[config.mk]
export PLATFORM = sky130hd
export DESIGN_NAME = stage_fetch_handshake
export DESIGN_NICKNAME = d
export VERILOG_FILES = /design/src/rtl/stage_fetch_handshake.sv
export SDC_FILE = /design/constraint.sdc
export NUM_CORES = 1
export LEC_CHECK = 0
export BUFFER_PORTS_ARGS = -buffer_cell sky130_fd_sc_hd__buf_2
export CORE_MARGIN = 4
export CORE_UTILIZATION = 55
export CTS_BUF_LIST = sky130_fd_sc_hd__clkbuf_8
export CTS_CLUSTER_SIZE = 14
export DETAILED_ROUTE_END_ITERATION = 16
export GPL_ROUTABILITY_DRIVEN = 0
export PLACE_DENSITY = 0.79
export SYNTH_ARGS = -nofsm -noshare
export SYNTH_HDL_FRONTEND = slang
export SYNTH_SLANG_ARGS = --single-unit
[constraint.sdc]
create_clock -name clk -period 6.65 [get_ports clk]
set_input_delay 0.665 -clock clk [delete_from_list [all_inputs] [get_ports clk]]
set_output_delay 0.665 -clock clk [all_outputs]
set_load 0.01 [all_outputs]
[src/rtl/stage_fetch_handshake.sv]
// Instruction-fetch stage: owns the PC, fetches over a req/ack memory port and
// drives the IF->DEC latch, with branch redirect and a one-word overflow buffer.
module stage_fetch_handshake #(
    parameter logic [31:0] RESET_PC = 32'h0000_0000
) (
    input  logic        clk,
    input  logic        reset,
    input  logic        stall,
    input  logic        pcsrc,
    input  logic [31:0] pcbranch,
    output logic        imem_req,
    output logic [31:0] imem_addr,
    input  logic        imem_ack,
    input  logic [31:0] imem_rdata,
    output logic [31:0] instr,
    output logic [31:0] pcplus4,
    output logic        valid
);

    typedef enum logic [1:0] {
        S_REQ  = 2'd0,
        S_HOLD = 2'd1,
        S_DROP = 2'd2
    } state_t;

    state_t      state_q;
    logic [31:0] pc_q;
    logic [31:0] req_addr_q;
    logic [31:0] pend_q;
    logic [31:0] instr_q;
    logic [31:0] pcplus4_q;
    logic        valid_q;

    logic [31:0] target;
    logic [31:0] addr_inc;
    logic        out_ready;
    logic        consume;

    assign target    = {pcbranch[31:2], 2'b00};
    assign addr_inc  = req_addr_q + 32'd4;
    assign out_ready = !valid_q || !stall;
    assign consume   = valid_q && !stall;

    // Reset gates the request directly so it drops without waiting for an edge.
    assign imem_req  = !reset && ((state_q == S_REQ) || (state_q == S_DROP));
    assign imem_addr = req_addr_q;
    assign instr     = instr_q;
    assign pcplus4   = pcplus4_q;
    assign valid     = valid_q;

    always_ff @(posedge clk or posedge reset) begin
        if (reset) begin
            state_q    <= S_REQ;
            pc_q       <= RESET_PC;
            req_addr_q <= RESET_PC;
            pend_q     <= 32'h0;
            instr_q    <= 32'h0;
            pcplus4_q  <= 32'h0;
            valid_q    <= 1'b0;
        end else if (pcsrc) begin
            // Redirect wins over stall and ack; a request already on the bus
            // without its ack must still be completed (DROP) before retargeting.
            valid_q <= 1'b0;
            instr_q <= 32'h0;
            pend_q  <= 32'h0;
            pc_q    <= target;
            case (state_q)
                S_REQ: begin
                    if (imem_ack) begin
                        req_addr_q <= target;
                    end else begin
                        state_q <= S_DROP;
                    end
                end
                S_HOLD: begin
                    req_addr_q <= target;
                    state_q    <= S_REQ;
                end
                default: begin
                    if (imem_ack) begin
                        req_addr_q <= target;
                        state_q    <= S_REQ;
                    end
                end
            endcase
        end else begin
            case (state_q)
                S_REQ: begin
                    if (imem_ack && out_ready) begin
                        instr_q    <= imem_rdata;
                        pcplus4_q  <= addr_inc;
                        valid_q    <= 1'b1;
                        req_addr_q <= addr_inc;
                        pc_q       <= addr_inc;
                    end else if (imem_ack) begin
                        pend_q     <= imem_rdata;
                        req_addr_q <= addr_inc;
                        pc_q       <= addr_inc;
                        state_q    <= S_HOLD;
                    end else if (consume) begin
                        valid_q <= 1'b0;
                        instr_q <= 32'h0;
                    end
                end
                S_HOLD: begin
                    // req_addr already points past the buffered word, so it is its pc+4.
                    if (!stall) begin
                        instr_q   <= pend_q;
                        pcplus4_q <= req_addr_q;
                        valid_q   <= 1'b1;
                        pend_q    <= 32'h0;
                        state_q   <= S_REQ;
                    end
                end
                S_DROP: begin
                    if (consume) begin
                        valid_q <= 1'b0;
                        instr_q <= 32'h0;
                    end
                    if (imem_ack) begin
                        req_addr_q <= pc_q;
                        state_q    <= S_REQ;
                    end
                end
                default: begin
                    state_q    <= S_REQ;
                    req_addr_q <= pc_q;
                end
            endcase
        end
    end

endmodule

==> impl_summary.txt <==
----------------------------------------------------
[Outcome]
  Outcome ... finished clean

[Clocking]
  Number of buffers inserted during clock tree synthesis ... 17
  Worst-case clock buffer depth ... 2
  Clock root cell ... clkbuf_8
  Post-CTS setup buffer count ... 0
  TritonCTS sink count ... 163
  CTS clk-pin slew, worst paths ... 0.08 ns
  Hold buffer count at CTS ... 0
  Clock tree from TritonCTS ... built
  Clock Latency Late Sink ... around 0.47 ns
  Post-CTS resize count ... 0
  Maximum level of the CTS H-tree ... 4

[Synthesis]
  Mean cell area of the mapped netlist ... 8.67 sq um
  Number of register bits inferred by synthesis ... roughly 160
  Number of enable-type register cells in the synthesized netlist ... 0
  Syn. warnings ... 0
  Cell types with the largest area share after synthesis ... dfrtp_1 (45%), o21ai_0 (7.7%), nand2_1 (7.4%)
  Post-synthesis instance total ... between 1,000 and 1,500
  Unique cell type count in the Yosys netlist ... 61
  Fraction of registers with async set/reset ... 100%
  Proportion of netlist area held by the largest area contributor ... 45.0%
  Syn_nets ... about 1,100
  Ys flop type ... dfrtp_1
  Cell Area, Synth ... 9060 sq um
  Register area share after synthesis ... between 40% and 50%
  Cell accounting for the most synthesized area ... dfrtp_1

[Routing]
  Antenna viol nets, final ... 0
  Average routed wire per standard cell ... 18.3 um
  Vias per std cell ... around 6.2
  Number of iterations in the first detailed-routing pass ... 6
  Detailed-route via count ... 8,504
  Routed Wire Length ... between 20 and 30 mm
  Initial DRC Count ... roughly 1,000
  Residual DRC count ... 0

[STA]
  Post-Route Hold Slack ... roughly 0.38 ns
  Slew at the pin closest to its max-slew limit ... 1.26 ns
  Minimum period implied by the final worst setup slack ... ~3.4 ns
  Final number of max-transition violations ... 0
  Achievable Freq ... a little under 0.3 GHz
  Unrepaired setup endpoints after global routing ... false
  Count of final setup violators ... 0
  Share of the clock period used by the worst path ... between 50% and 60%
  Accumulated negative setup slack ... 0 ns
  Headroom to the max-slew limit ... between 10% and 20%
  Fin Clk Skew ... approximately 0.012 ns
  Final hold viol count ... 0
  Post-layout worst setup margin ... 3.25 ns

[Finish]
  Fraction of the core area covered by cells at the end of the flow ... around 65%
  Highest-count cells in the layout ignoring fill and taps ... nand2_1 (179), buf_2 (164), dfrtp_1 (163), o21ai_0 (140), nor2_1 (52)
  P&R area growth vs syn ... 14.4%
  Fraction of layout cells with a size suffix above 1 ... 19.9%
  Most frequent standard cell in the layout excluding fill and tap cells ... nand2_1
  Final net count ... approximately 1,200

[Critical path]
  Start of the worst register-to-register path ... state_q[1]$_DFFE_PP0P_
  Count of cells along the worst register-to-register path ... 6
  Worst setup path category ... flip-flop to flip-flop
  Type of element capturing the critical path ... flip-flop
  End of the worst register-to-register path ... instr[9]$_DFFE_PP0P_
  Kind of start point of the critical path ... flip-flop
  Signal arrival time at the worst endpoint ... 3.76 ns
  Required time reported for the critical path endpoint ... around 7.0 ns
  Critical path fanouts, max ... 68
  Worst-case register-to-register setup slack ... between 3 and 4 ns
  Last element of the critical path ... instr[9]$_DFFE_PP0P_
  Start point of the critical path ... state_q[1]$_DFFE_PP0P_

[Placed design]
  Port Buffer Count ... between 150 and 200
  Placement Setup Slack ... approximately 3.1 ns
  Post-DP HPWL ... 16.2 mm

[Pwr]
  Leakage ... 4.71 nW
  Power density over the cells ... 414 nW/um^2
  Peak supply drop ... roughly 190 uV

[Floorplanning]
  Width of the die ... 136 um
  I/O pin count ... 167
  Full die area ... 18,600 sq um
  Floorplan row count ... 46
  Core outline area ... between 15,000 and 20,000 sq um
  Die height ... around 140 um
  Starting density of the core ... a little under three fifths

[Job]
  Number of violations of the max-capacitance limit ... 0

[GRT]
  Via count of the first global-routing pass ... around 8,000
  Global-route wire length before repair ... slightly above 40 mm
  Pin count of the biggest net entering global routing ... 95
  Antenna violations before repair ... 2
  Global-route usage over all layers ... a little over a quarter
  Overflow left after global routing ... 0

[Worst hold path]
  Hold crit path type ... primary input to async pin

----------------------------------------------------
==> through the flow <==
| stage | area, sq um | instances | power [mW] |
|---|---|---|---|
| global placement | 9920 | 1341 | 3.43 |
| global route | 10400 | 1372 | 4.58 |
| finish | 10400 | 1373 | 4.29 |
| CTS | 10400 | 1372 | 4.29 |
| detailed placement | 9920 | 1341 | 3.49 |
| floorplan | 9060 | 1045 | 2.88 |
==> worst min-delay path by stage <==
stage	endpoint	slack, ns	cells after the start
after global routing	pc_q[19]$_DFFE_PP0P_	0.41	2
after detailed placement	pcplus4[17]$_DFFE_PP0P_	0.47	2
final	instr[28]$_DFFE_PP0P_	0.38	2
after floorplan	pend_q[22]$_DFFE_PP0P_	0.45	2
after CTS	pc_q[19]$_DFFE_PP0P_	0.39	2
after global placement	pcplus4[5]$_DFFE_PP0P_	0.46	2
==> flip-flops by register name (all words and copies together), names as in the netlist <==
| signal | cells |
|---|---|
| state_q | 2 |
| pcplus4 | 32 |
| instr | 32 |
| valid | 1 |
| imem_addr | 32 |
| pend_q | 32 |
| pc_q | 32 |
==> power by group <==
group	internal, mW	leakage, nW	switching (mW)
Clock	0.417	0.212	0.377
Sequential	1.30	2.08	0.357
Combinational	0.722	2.42	1.11
==> synth_stat cells (all sizes together), types with 2 or more instances <==
library cell / n
o2bb2ai: 9
nor2: 54
o21ai: 142
and4: 2
o31a: 6
and3: 9
a222oi: 8
a22oi: 15
a311oi: 5
mux2: 4
a221oi: 37
o311a: 2
nor2b: 5
o21a: 3
nor3: 17
a21oi: 28
buf: 23
a211oi: 34
dfrtp: 163
nand3: 22
a21boi: 2
mux2i: 8
nand2b: 2
nand2: 179
a22o: 5
nor4: 10
a31oi: 8
o22ai: 9
o31ai: 7
inv: 18
nand4: 14
and2: 3
a21o: 36
clkbuf: 78
or3: 7
xor2: 10
ha: 4
xnor2: 39
or4: 5
==> kinds of logic (layout without fill, tap and decap cells) <==
logic type	count (synthesis)	count (layout)	share of synthesized area [%]
muxes	12	12	1.38
other	0	1	0
and+or+nand+nor	333	333	16.6
adders and majority gates	4	4	0.552
DFF	163	163	45.0
buffers and inverters	119	230	5.12
xor gates and xnor gates	49	49	4.74
AOI/OAI and AO/OA	365	365	26.6
==> worst max-delay path: stages, from the launching register on <==
cell	delay, ns
dfrtp_1	0.39
inv_1	0.09
ha_2	1.13
o221ai_1	0.36
nand2_1	0.83
o21ai_0	0.24
a21o_1	0.24
==> metal layers <==
layer  wire length, um  global-route usage (%)
met2             11500                    41.1
met4               504                    9.74
met3              2120                    4.96
met5                20                       0
met1             11000                    39.5
==> layout make-up <==
cell class | count | area [sq um]
Antenna cell | 1 | 2.50
Clock buffer | 18 | 248
Clock inverter | 13 | 186
Fill cell | 1422 | 5640
Inverter | 18 | 72.6
Multi-Input combinational cell | 763 | 4550
Sequential cell | 163 | 4080
Tap cell | 216 | 270
Timing Repair Buffer | 181 | 948
(Power assumes the default switching activity.)
